File: config.mk
export PLATFORM = sky130hd
export DESIGN_NAME = bch_dec_syndrome_511_484_4bits
export DESIGN_NICKNAME = d
export VERILOG_FILES = /design/src/rtl/bch_dec_syndrome_511_484_4bits.sv
export SDC_FILE = /design/constraint.sdc
export NUM_CORES = 1
export LEC_CHECK = 0
export ABC_AREA = 0
export ABC_CLOCK_PERIOD_IN_PS = 4700
export CORE_UTILIZATION = 35
export DETAILED_ROUTE_END_ITERATION = 7
export PLACE_DENSITY = 0.63
export SLEW_MARGIN = 20
export SYNTH_ARGS = -nofsm -noshare
export SYNTH_HDL_FRONTEND = slang
export SYNTH_SLANG_ARGS = --single-unit
File: constraint.sdc
create_clock -name clk -period 4.7 [get_ports clk]
set_input_delay 1.175 -clock clk [delete_from_list [all_inputs] [get_ports clk]]
set_output_delay 1.175 -clock clk [all_outputs]
set_load 0.02 [all_outputs]
File: src/rtl/bch_dec_syndrome_511_484_4bits.sv
// BCH(511,484) receive-side remainder unit: 4 bits per beat, r(x) mod g(x) plus message capture.
// Optional BCH_DEC_ERRCNT_EN adds saturating frame/error transfer counters.
module bch_dec_syndrome_511_484_4bits #(
    parameter int n = 511,
    parameter int k = 484,
    parameter int p = 4
) (
    input  logic           clk,
    input  logic           rst,
    input  logic [p-1:0]   din,
    input  logic           in_valid,
    output logic           in_ready,
    output logic           out_valid,
    input  logic           out_ready,
    output logic [k-1:0]   msg_out,
    output logic [n-k-1:0] rem_out,
    output logic           err
`ifdef BCH_DEC_ERRCNT_EN
    ,
    output logic [15:0]    frame_cnt,
    output logic [15:0]    err_cnt
`endif
);

    localparam int R          = n - k;
    localparam int BEATS      = (n + p - 1) / p;
    localparam int LAST_BITS  = n - p * (BEATS - 1);
    localparam logic [6:0]   CNT_LAST = 7'(BEATS - 1);
    localparam logic [6:0]   CNT_MSG  = 7'(k / p);
    localparam logic [R:0]   GEN      = 28'hD612B79;

    typedef enum logic [0:0] {
        S_RECV = 1'b0,
        S_OUT  = 1'b1
    } state_t;

    state_t         state_q, state_d;
    logic [6:0]     cnt_q, cnt_d;
    logic [R-1:0]   rem_q, rem_d;
    logic [k-1:0]   msg_q, msg_d;
    logic [R-1:0]   rem_out_q, rem_out_d;
    logic           err_q, err_d;
    logic [R-1:0]   rem_step_s;
    logic           last_beat_s;

    // One bit of long division: shift in the next coefficient, reduce by g(x) on overflow.
    function automatic logic [R-1:0] div_step(input logic [R-1:0] r, input logic b);
        return {r[R-2:0], b} ^ (r[R-1] ? GEN[R-1:0] : {R{1'b0}});
    endfunction

    assign last_beat_s = (cnt_q == CNT_LAST);

    // Unrolled division over one beat; the final beat only carries LAST_BITS leading bits.
    always_comb begin
        rem_step_s = rem_q;
        for (int i = p - 1; i >= 0; i--) begin
            if (!last_beat_s || (i >= p - LAST_BITS)) begin
                rem_step_s = div_step(rem_step_s, din[i]);
            end else begin
                rem_step_s = rem_step_s;
            end
        end
    end

    // Next-state logic for the receive/output handshake machine.
    always_comb begin
        state_d   = state_q;
        cnt_d     = cnt_q;
        rem_d     = rem_q;
        msg_d     = msg_q;
        rem_out_d = rem_out_q;
        err_d     = err_q;
        case (state_q)
            S_RECV: begin
                if (in_valid) begin
                    rem_d = rem_step_s;
                    if (cnt_q < CNT_MSG) begin
                        msg_d = {msg_q[k-p-1:0], din};
                    end else begin
                        msg_d = msg_q;
                    end
                    // Counter parks on the last index until the result is taken.
                    if (last_beat_s) begin
                        state_d   = S_OUT;
                        rem_out_d = rem_step_s;
                        err_d     = |rem_step_s;
                    end else begin
                        cnt_d = cnt_q + 7'd1;
                    end
                end else begin
                    state_d = state_q;
                end
            end
            S_OUT: begin
                if (out_ready) begin
                    state_d = S_RECV;
                    cnt_d   = 7'd0;
                    rem_d   = {R{1'b0}};
                end else begin
                    state_d = state_q;
                end
            end
            default: begin
                state_d = S_RECV;
                cnt_d   = 7'd0;
                rem_d   = {R{1'b0}};
            end
        endcase
    end

    // State and datapath registers with synchronous active-low reset.
    always_ff @(posedge clk) begin
        if (!rst) begin
            state_q   <= S_RECV;
            cnt_q     <= 7'd0;
            rem_q     <= {R{1'b0}};
            msg_q     <= {k{1'b0}};
            rem_out_q <= {R{1'b0}};
            err_q     <= 1'b0;
        end else begin
            state_q   <= state_d;
            cnt_q     <= cnt_d;
            rem_q     <= rem_d;
            msg_q     <= msg_d;
            rem_out_q <= rem_out_d;
            err_q     <= err_d;
        end
    end

    // in_ready is forced low while reset is held so no beat is offered during reset.
    assign in_ready  = (state_q == S_RECV) && rst;
    assign out_valid = (state_q == S_OUT);
    assign msg_out   = msg_q;
    assign rem_out   = rem_out_q;
    assign err       = err_q;

`ifdef BCH_DEC_ERRCNT_EN
    logic [15:0] frame_cnt_q;
    logic [15:0] err_cnt_q;
    logic        xfer_s;

    assign xfer_s = (state_q == S_OUT) && out_ready;

    // Saturating counters of completed result transfers.
    always_ff @(posedge clk) begin
        if (!rst) begin
            frame_cnt_q <= 16'd0;
            err_cnt_q   <= 16'd0;
        end else begin
            if (xfer_s && (frame_cnt_q != 16'hFFFF)) begin
                frame_cnt_q <= frame_cnt_q + 16'd1;
            end else begin
                frame_cnt_q <= frame_cnt_q;
            end
            if (xfer_s && err_q && (err_cnt_q != 16'hFFFF)) begin
                err_cnt_q <= err_cnt_q + 16'd1;
            end else begin
                err_cnt_q <= err_cnt_q;
            end
        end
    end

    assign frame_cnt = frame_cnt_q;
    assign err_cnt   = err_cnt_q;
`endif

endmodule
==> summary.txt, run 1 <==
Job
  • Max cap viols: 0

Clock tree
  • Clk slew on worst S/H paths: 0.06 ns
  • Post-CTS Resized: 0
  • CTS Hold Bufs: 0
  • Number of H-tree levels: 2
  • Worst skew pair latency: 0.60 ns
  • CTS tree: yes
  • CTS buffer count: 59
  • Setup bufs post-CTS: 0
  • # clock sinks: 547
  • Max clock buf depth: 3
  • Clock root cell: clkbuf_16

Pwr
  • Int Pwr: 0.00774 W
  • Peak supply drop: 0.247 mV
  • LEAKAGE: 9.52 nW
  • P_sw: 0.00233 W
  • PwrDens: 346 nW/um^2
  • Register share of total power: 46.8%
  • Sw frac: 23.1%
  • Comb pwr share: 6.3%
  • Power Total: 0.0101 W
  • Power share of the clock group: 46.9%

Timing
  • Period Utilization, post-route: 73.7%
  • Setup Viol. Count Final: 0
  • Worst-Margin Slew: 1.14 ns
  • Slew headroom: 23.7%
  • Setup Skew: 0.0142 ns
  • Final Max Slew Viols: 0
  • Fmax: 0.289 GHz
  • RSZ-0062 raised after global routing: no
  • Crit path time final: 3.46 ns
  • Setup_tns: 0 ns
  • Final hold violations: 0

Place
  • DP HPWL: 42.0 mm
  • Number of port buffers: 521
  • Gpl congestion: 0.833
  • Placed cells: 3689

Final layout
  • Commonest cells after routing, fill and taps aside: nand2_1, dfxtp_1, clkdlybuf4s50_1, a21boi_0, clkbuf_16
  • ANT cells: 0
  • Non-filler cells, final: 3797
  • Commonest non-fill, non-tap cell in the layout: nand2_1
  • Ratio of cells with drive above 1 in the final layout: 4.38%
  • Final #Nets: 2978
  • Layout area overhead: 35.8%
  • Filler cells: 5694

Synth
  • Syn Inst Count: 2553
  • EDFF count, synth: 0
  • Synth warn: 0
  • Seq/Total Area, Yosys: 51.1%
  • Post-synthesis cell type count: 49
  • Register bit count reported by yosys: 547
  • Post-Syn Nets: 2562
  • Fraction of registers with async set or reset after synthesis: 0%
  • Cell area after synthesis: 21400 sq um
  • Syn Area/Cell: 8.39 sq um
  • Ys flop type: dfxtp_1

Setup path
  • R2R Setup Slk: 1.99 ns
  • CP Max Fanout: 45
  • Crit path max-delay family: buffers and inverters
  • Critical Path Stages: 3
  • Critical Path End Type: output port
  • Peak per-stage delay on the critical path: 0.65 ns
  • CP Launch Type: primary input
  • Crit-path slowest cell: clkdlybuf4s50_1
  • Critical Path Start: rst
  • Crit path DAT: 2.29 ns
  • Critical path class: in2out
  • Worst flop-to-flop path startpoint: rem_q[23]$_SDFFE_PN0P_
  • FF-to-FF End: err$_SDFFE_PN0P_
  • Critical Path RT: 3.52 ns
  • R2R cell count: 6
  • Worst setup path end: in_ready
  • Critical Path, Cell by Cell: buf_8 -> nor2b_1 -> clkdlybuf4s50_1
  • WP buf/inv: 2

Global routing
  • Initial antenna violation count: 0
  • Vias in the first global route: 17.5k
  • GRT Total Usage: 19.1%
  • Largest net degree at the start of global routing: 229
  • First-pass GRT wire length: 96.7 mm
  • Grt ovf: 0

Floorplan
  • Rows: 90
  • Die ar.: 62200 sq um
  • Die height: 249 microns
  • IO Count: 522
  • Area of the core: 60400 sq um
  • Die X: 249 microns
  • Initial core utilization: 35.5%

Drt
  • Router iterations before antenna repair: 5
  • Routed length per instance: 16.3 microns
  • Via-per-instance ratio: 4.82
  • DR vias: 18.3k
  • Drt first-iter violations: 990
  • Drt drc: 0
  • Routed WL: 62.0 mm
  • Antenna viol nets, final: 0

Outcome
  • Run status: finished, final reports clean

Min path
  • Hold WC Path Type: reg2reg
-- layout make-up --
class / instances / area [sq um] / area share, %
Sequential cell: 547 / 11000 / 37.7
Multi-Input combinational cell: 1807 / 9580 / 32.9
Timing Repair Buffer: 552 / 5590 / 19.2
Clock buffer: 87 / 1710 / 5.89
Tap cell: 782 / 978 / 3.37
Clock inverter: 20 / 267 / 0.917
Inverter: 2 / 7.51 / 0.0258
-- synth_stat cells (all sizes together), types with 3 or more instances --
cell type	instances	area, sq um
nand2	1043	3920
dfxtp	547	11000
a21boi	498	3740
buf	119	607
clkbuf	78	293
xnor2	39	360
xor2	28	264
o21ai	25	125
nor2	23	86.3
nor2b	22	138
a21oi	15	75.1
nand3	12	60.1
a22oi	11	82.6
and2	11	68.8
o211a	11	110
and3	6	37.5
nand2b	6	37.5
nor3	6	30.0
a211oi	5	37.5
mux2i	5	50.1
a32oi	4	35.0
o211ai	4	30.0
o22ai	4	25.0
or3	4	25.0
nand4	3	18.8
-- worst min-delay path, delay by kind of cell (launching register included) --
kind | cells | cell delay, ns
AOI/OAI and AO/OA | 1 | 0.06
DFF | 1 | 0.31
and+or+nand+nor | 1 | 0.05
-- power by group through the flow --
| stage | clock network [W] | logic [W] | registers, W |
|---|---|---|---|
| finish | 0.00472 | 0.000633 | 0.00472 |
| global placement | 0 | 0.000622 | 0.00482 |
| global route | 0.00504 | 0.000689 | 0.00472 |
| floorplan | 0 | 0.000502 | 0.00479 |
| CTS | 0.00486 | 0.000631 | 0.00471 |
| detailed placement | 0 | 0.000629 | 0.00482 |
-- worst min-delay path by stage --
stage / start / to / slack [ns] / depth (start not counted)
2_1_floorplan: rem_q[19]$_SDFFE_PN0P_ / rem_q[19]$_SDFFE_PN0P_ / 0.47 / 2
3_3_place_gp: msg_out[418]$_SDFFE_PN0P_ / msg_out[422]$_SDFFE_PN0P_ / 0.45 / 2
3_5_place_dp: msg_out[482]$_SDFFE_PN0P_ / msg_out[482]$_SDFFE_PN0P_ / 0.46 / 2
4_1_cts: msg_out[418]$_SDFFE_PN0P_ / msg_out[422]$_SDFFE_PN0P_ / 0.47 / 2
5_1_grt: msg_out[482]$_SDFFE_PN0P_ / msg_out[482]$_SDFFE_PN0P_ / 0.49 / 2
6_report: rem_out[17]$_SDFFE_PN0P_ / rem_out[17]$_SDFFE_PN0P_ / 0.47 / 2
-- per-layer routing --
metal | share of wire [%] | up-vias | track usage [%]
met2 | 47 | 510 | 31.7
met4 | 3.9 | 0 | 8.01
li1 | - | 9109 | -
met5 | 0 | - | 0
met1 | 42 | 8568 | 22.7
met3 | 7.7 | 121 | 5.91
-- flip-flops by register name (all words and copies together), names as in the netlist --
register / count
cnt_q: 7
rem_out: 27
msg_out: 484
err: 1
rem_q: 27
out_valid: 1
-- stage by stage --
stage	worst slack, ns	hold WS [ns]	util [%]	area [sq um]
4_1_cts	1.25	0.471	48.1	29000
3_5_place_dp	1.25	0.460	44.8	27100
6_report	1.24	0.465	48.2	29100
3_3_place_gp	1.23	0.454	44.8	27100
2_1_floorplan	1.72	0.475	-	21400
5_1_grt	1.20	0.488	48.2	29100
-- logic make-up (layout without fill, tap and decap cells) --
group / count (synthesis) / in the layout / share of synthesized area (%)
muxes: 5 / 5 / 0.234
buffers and inverters: 199 / 661 / 4.24
and+or+nand+nor: 1144 / 1144 / 20.9
AOI/OAI and AO/OA: 589 / 589 / 20.4
DFF: 547 / 547 / 51.1
adders and majority gates: 1 / 1 / 0.0584
xor gates and xnor gates: 68 / 68 / 3.02
No activity file was read; power rests on OpenSTA's default activity.
==> inputs of run 2 (changes only) <==
Settings changed: ABC_CLOCK_PERIOD_IN_PS 4700 to 3500.
Clock period 4.7 ns to 3.5 ns, I/O delays scaled along.
==> run 2 against run 1 <==
Net effect: hold slack got worse by 0.0011 ns; non-clock buffer count increased by 10; combinational power increased by 39%; utilization increased by 0.32 points.
==> summary.txt, run 2 (synthesized netlist as in run 1, its figures left out) <==
Outcome
  • Run status: finished, final reports clean (unchanged)

Drt
  • Router iterations before antenna repair: 5 (unchanged)
  • Antenna viol nets, final: 0 (unchanged)
  • Via-per-instance ratio: 4.85 (was 4.82)
  • Drt first-iter violations: 1152 (was 990)
  • Routed WL: 62.8 mm (was 62.0 mm)
  • DR vias: 18.4k (was 18.3k)
  • Routed length per instance: 16.5 microns (was 16.3 microns)
  • Drt drc: 0 (unchanged)

Timing
  • Setup Viol. Count Final: 0 (unchanged)
  • Slew headroom: 21.8% (was 23.7%)
  • Final Max Slew Viols: 0 (unchanged)
  • Period Utilization, post-route: 77.6%
  • Final hold violations: 0 (unchanged)
  • Worst-Margin Slew: 1.17 ns (was 1.14 ns)
  • Crit path time final: 2.72 ns
  • RSZ-0062 raised after global routing: no (unchanged)
  • Setup Skew: 0.0147 ns (was 0.0142 ns)
  • Fmax: 0.368 GHz
  • Setup_tns: 0 ns (unchanged)

Pwr
  • Sw frac: 22.7% (was 23.1%)
  • PwrDens: 466 nW/um^2 (was 346 nW/um^2)
  • Power Total: 0.0136 W (was 0.0101 W)
  • Int Pwr: 0.0105 W (was 0.00774 W)
  • LEAKAGE: 9.61 nW (was 9.52 nW)
  • Register share of total power: 46.4% (was 46.8%)
  • P_sw: 0.00310 W (was 0.00233 W)
  • Peak supply drop: 0.362 mV (was 0.247 mV)
  • Comb pwr share: 6.4% (was 6.3%)
  • Power share of the clock group: 47.2% (was 46.9%)

Setup path
  • Critical Path End Type: output port (unchanged)
  • WP buf/inv: 2 (unchanged)
  • Crit path DAT: 1.84 ns (was 2.29 ns)
  • R2R Setup Slk: 0.79 ns (was 1.99 ns)
  • CP Launch Type: primary input (unchanged)
  • Worst flop-to-flop path startpoint: rem_q[23]$_SDFFE_PN0P_ (unchanged)
  • Critical Path, Cell by Cell: buf_8 -> nor2b_1 -> clkdlybuf4s50_1 (unchanged)
  • Crit path max-delay family: buffers and inverters (unchanged)
  • Peak per-stage delay on the critical path: 0.66 ns (was 0.65 ns)
  • Critical path class: in2out (unchanged)
  • Critical Path RT: 2.62 ns (was 3.52 ns)
  • Crit-path slowest cell: clkdlybuf4s50_1 (unchanged)
  • R2R cell count: 6 (unchanged)
  • CP Max Fanout: 3 (was 45)
  • FF-to-FF End: err$_SDFFE_PN0P_ (unchanged)

Global routing
  • First-pass GRT wire length: 97.9 mm (was 96.7 mm)
  • GRT Total Usage: 19.4% (was 19.1%)
  • Vias in the first global route: 17.4k (was 17.5k)
  • Initial antenna violation count: 0 (unchanged)
  • Grt ovf: 0 (unchanged)
  • Largest net degree at the start of global routing: 296 (was 229)

Final layout
  • Layout area overhead: 36.7% (was 35.8%)
  • Commonest non-fill, non-tap cell in the layout: nand2_1 (unchanged)
  • Ratio of cells with drive above 1 in the final layout: 4.60% (was 4.38%)
  • Commonest cells after routing, fill and taps aside: nand2_1, dfxtp_1, clkdlybuf4s50_1, a21boi_0, clkbuf_16 (unchanged)
  • ANT cells: 0 (unchanged)
  • Final #Nets: 2988 (was 2978)
  • Number of flip-flops under the largest register name: 484 (unchanged)

Clock tree
  • CTS buffer count: 59 (unchanged)
  • # clock sinks: 547 (unchanged)
  • Clk slew on worst S/H paths: 0.05 ns (was 0.06 ns)
  • CTS Hold Bufs: 0 (unchanged)
  • CTS tree: yes (unchanged)
  • Number of H-tree levels: 2 (unchanged)
  • Max clock buf depth: 3 (unchanged)
  • Post-CTS Resized: 0 (unchanged)
  • Clock root cell: clkbuf_16 (unchanged)
  • Worst skew pair latency: 0.60 ns (about the same)
  • Setup bufs post-CTS: 0 (unchanged)

Min path
  • Hold depth: 2 (unchanged)
  • Hold_sp: msg_out[422]$_SDFFE_PN0P_ (was rem_out[17]$_SDFFE_PN0P_)
  • Hold WC Path Type: reg2reg (unchanged)
  • Worst hold path endpoint: msg_out[422]$_SDFFE_PN0P_ (was rem_out[17]$_SDFFE_PN0P_)

Place
  • DP HPWL: 42.9 mm (was 42.0 mm)
  • Number of port buffers: 521 (unchanged)
  • Gpl congestion: 0.814 (was 0.833)

Floorplan
  • Die height: 249 microns (unchanged)
  • Initial core utilization: 35.5% (unchanged)
  • Die X: 249 microns (unchanged)
  • Area of the core: 60400 sq um (unchanged)
  • Die ar.: 62200 sq um (unchanged)
  • IO Count: 522 (unchanged)
  • Rows: 90 (unchanged)

Job
  • Max cap viols: 0 (unchanged)
run 2: power groups by stage:
stage	clock network, W	logic, W	registers (W)
3_3_place_gp	0	0.000865	0.00646
5_1_grt	0.00686	0.000957	0.00633
3_5_place_dp	0	0.000872	0.00646
6_report	0.00644	0.000880	0.00633
2_1_floorplan	0	0.000674	0.00644
4_1_cts	0.00662	0.000875	0.00632
run 2: metal layers:
metal / wire (microns) / track usage (%)
met5: 0 / 0
met4: 2310 / 7.64
met3: 4450 / 5.38
met2: 30100 / 32.7
met1: 25900 / 23.3
run 2: final cells by class:
type | count | area (sq um)
Sequential cell | 547 | 11000
Tap cell | 782 | 978
Clock inverter | 9 | 174
Fill cell | 5700 | 31100
Timing Repair Buffer | 562 | 5740
Multi-Input combinational cell | 1807 | 9570
Clock buffer | 93 | 1850
Inverter | 2 | 7.51
run 2: worst reg2reg max path: cells and delay by family, from the launching register on:
kind | cells | cell delay, ns
flops | 1 | 0.72
xor+xnor | 3 | 1.40
compound gates | 2 | 0.29
mux | 1 | 0.18
run 2: stage by stage:
stage / hold WS [ns] / area [sq um] / std cells / util [%] / setup WS [ns]
floorplan: 0.475 / 21400 / 2553 / - / 1.12
global placement: 0.455 / 27200 / 3699 / 45.1 / 0.566
detailed placement: 0.457 / 27200 / 3699 / 45.1 / 0.521
CTS: 0.465 / 29200 / 3801 / 48.4 / 0.719
global route: 0.485 / 29300 / 3802 / 48.5 / 0.671
finish: 0.464 / 29300 / 3802 / 48.5 / 0.782
run 2: worst max path at each step:
stage	start	to	slack, ns	cells past startpoint
3_3_place_gp	in_valid	msg_out[244]$_SDFFE_PN0P_	0.57	7
3_5_place_dp	in_valid	msg_out[387]$_SDFFE_PN0P_	0.52	7
6_report	rst	in_ready	0.78	3
2_1_floorplan	rst	in_ready	1.12	2
4_1_cts	out_valid$_SDFF_PN0_	in_ready	0.72	2
5_1_grt	rem_q[23]$_SDFFE_PN0P_	rem_q[6]$_SDFFE_PN0P_	0.67	6
==> inputs of run 3 (changes only) <==
Settings changed: ABC_CLOCK_PERIOD_IN_PS 3500 to 2200, PLACE_DENSITY 0.63 to 0.65.
Clock period 3.5 ns to 2.2 ns, I/O delays scaled along.
==> run 3 against run 2 <==
Net effect: die area unchanged; register-to-register slack got worse by 0.71 ns; clock power grew 52%; global-route usage up 0.51 points; critical path type is now reg2out; largest cell class unchanged; largest power group is now registers.
==> summary.txt, run 3 (synthesized netlist as in run 1, its figures left out) <==
Floorplan
  • Rows: 90 (unchanged)
  • Initial core utilization: 35.5% (unchanged)
  • Die X: 249 microns (unchanged)
  • Area of the core: 60400 sq um (unchanged)
  • IO Count: 522 (unchanged)
  • Die height: 249 microns (unchanged)
  • Die ar.: 62200 sq um (unchanged)

Clock tree
  • Worst skew pair latency: 0.60 ns (about the same)
  • Max clock buf depth: 3 (unchanged)
  • CTS buffer count: 58 (was 59)
  • Clk slew on worst S/H paths: 0.06 ns (was 0.05 ns)
  • # clock sinks: 547 (unchanged)
  • CTS tree: yes (unchanged)
  • Clock root cell: clkbuf_16 (unchanged)
  • CTS Hold Bufs: 0 (unchanged)
  • Number of H-tree levels: 2 (unchanged)

Final layout
  • ANT cells: 0 (unchanged)
  • Ratio of cells with drive above 1 in the final layout: 6.55% (was 4.60%)
  • Layout area overhead: 39.2% (was 36.7%)
  • Commonest cells after routing, fill and taps aside: nand2_1, dfxtp_1, a21boi_0, clkdlybuf4s50_1, dlygate4sd2_1 (was nand2_1, dfxtp_1, clkdlybuf4s50_1, a21boi_0, clkbuf_16)
  • Commonest non-fill, non-tap cell in the layout: nand2_1 (unchanged)
  • Final #Nets: 3050 (was 2988)
  • Number of flip-flops under the largest register name: 484 (unchanged)
  • Final instance area: 29800 sq um (was 29300 sq um)

Timing
  • Setup_tns: 0 ns (unchanged)
  • Final WS setup: 0.0455 ns (was 0.782 ns)
  • Final Max Slew Viols: 0 (unchanged)
  • Period Utilization, post-route: 97.9%
  • Final hold violations: 0 (unchanged)
  • Setup Skew: 0.0177 ns (was 0.0147 ns)
  • Worst-Margin Slew: 0.853 ns (was 1.17 ns)
  • Setup Viol. Count Final: 0 (unchanged)
  • Hold Worst Slack: 0.445 ns (was 0.464 ns)
  • Slew headroom: 43.1% (was 21.8%)
  • Crit path time final: 2.15 ns
  • Fmax: 0.464 GHz

Setup path
  • Critical path class: reg2out (was in2out)
  • Critical Path End Type: output port (unchanged)
  • CP Launch Type: flop (was primary input)
  • Critical Path RT: 1.65 ns (was 2.62 ns)
  • Peak per-stage delay on the critical path: 0.63 ns (was 0.66 ns)
  • WP buf/inv: 1 (was 2)
  • Crit path DAT: 1.60 ns (was 1.84 ns)
  • CP Max Fanout: 3 (unchanged)
  • Critical Path, Cell by Cell: clkdlybuf4s50_1 (was buf_8 -> nor2b_1 -> clkdlybuf4s50_1)
  • Crit-path slowest cell: clkdlybuf4s50_1 (unchanged)
  • Crit path max-delay family: buffers and inverters (unchanged)

Pwr
  • PwrDens: 720 nW/um^2 (was 466 nW/um^2)
  • LEAKAGE: 12.1 nW (was 9.61 nW)
  • Int Pwr: 0.0165 W (was 0.0105 W)
  • Power Total: 0.0215 W (was 0.0136 W)
  • Peak supply drop: 0.570 mV (was 0.362 mV)
  • Sw frac: 23.1% (was 22.7%)
  • Comb pwr share: 7.5% (was 6.4%)
  • P_sw: 0.00497 W (was 0.00310 W)
  • Power share of the clock group: 45.7% (was 47.2%)
  • Register share of total power: 46.8% (was 46.4%)

Global routing
  • Largest net degree at the start of global routing: 199 (was 296)
  • First-pass GRT wire length: 101 mm (was 97.9 mm)
  • Initial antenna violation count: 0 (unchanged)
  • Grt ovf: 0 (unchanged)
  • Vias in the first global route: 18.0k (was 17.4k)
  • GRT Total Usage: 19.9% (was 19.4%)

Drt
  • Routed WL: 64.7 mm (was 62.8 mm)
  • DR vias: 18.9k (was 18.4k)
  • Via-per-instance ratio: 4.89 (was 4.85)
  • Antenna viol nets, final: 0 (unchanged)
  • Router iterations before antenna repair: 5 (unchanged)
  • Drt drc: 0 (unchanged)
  • Drt first-iter violations: 983 (was 1152)
  • Routed length per instance: 16.7 microns (was 16.5 microns)

Place
  • Number of port buffers: 521 (unchanged)
  • Gpl congestion: 0.879 (was 0.814)
  • Worst slack at placement: -0.242 ns (was 0.521 ns)
  • DP HPWL: 45.6 mm (was 42.9 mm)
  • Placed Instance Area: 27900 sq um (was 27200 sq um)

Job
  • Max cap viols: 0 (unchanged)

Min path
  • Hold WC Path Type: in2reg (was reg2reg)

Outcome
  • Run status: finished, final reports clean (unchanged)
[run 3: power by group through the flow]
| stage | combinational (W) | sequential (W) | clock, W |
|---|---|---|---|
| after floorplan | 0.00107 | 0.0102 | 0 |
| after global placement | 0.00158 | 0.0103 | 0 |
| after detailed placement | 0.00159 | 0.0103 | 0 |
| after CTS | 0.00159 | 0.0101 | 0.0101 |
| after global routing | 0.00172 | 0.0101 | 0.0105 |
| final | 0.00160 | 0.0101 | 0.00982 |
[run 3: per-stage QoR]
step	utilization [%]	cells
2_1_floorplan	-	2553
3_3_place_gp	46.3	3763
3_5_place_dp	46.3	3763
4_1_cts	49.1	3865
5_1_grt	49.4	3865
6_report	49.4	3865
[run 3: timing repair]
action | 4_1_cts | 5_1_grt
endpoints found under the setup margin | 182 | 77
endpoints found under the hold margin | 0 | 0
setup buffers | 0 | 0
resized for setup | 182 | 76
pin swaps | 0 | 1
cloned | 0 | 0
[run 3: worst paths after layout]
check	to	start	cells after the start	slack, ns
worst max-delay path	msg_out[285]	msg_out[285]$_SDFFE_PN0P_	1	0.05
worst min-delay path	rem_out[22]$_SDFFE_PN0P_	rst	3	0.45
worst max register to register	err$_SDFFE_PN0P_	rem_q[24]$_SDFFE_PN0P_	7	0.08
worst min register to register	msg_out[418]$_SDFFE_PN0P_	msg_out[414]$_SDFFE_PN0P_	2	0.47
[run 3: cell type report]
class	instances	area, sq um
Fill cell	5683	30600
Inverter	2	7.51
Tap cell	782	978
Clock inverter	14	176
Multi-Input combinational cell	1807	9580
Timing Repair Buffer	625	6380
Clock buffer	88	1740
Sequential cell	547	11000
[run 3: worst reg2reg max path, cell delays in order (launching register included)]
cell	delay, ns
dfxtp_1	0.50
xnor3_2	0.47
buf_4	0.19
nor2_1	0.10
a22oi_1	0.12
nor4_1	0.29
o2111a_1	0.27
a21oi_1	0.08
[run 3: metal layers]
metal / wire (microns) / share of wire (%) / track usage (%) / vias up
li1: - / - / - / 9249
met1: 27300 / 42 / 24.4 / 8992
met2: 31000 / 48 / 33.8 / 531
met3: 4170 / 6.4 / 4.73 / 123
met4: 2210 / 3.4 / 7.51 / 0
met5: 0 / 0 / 0 / -
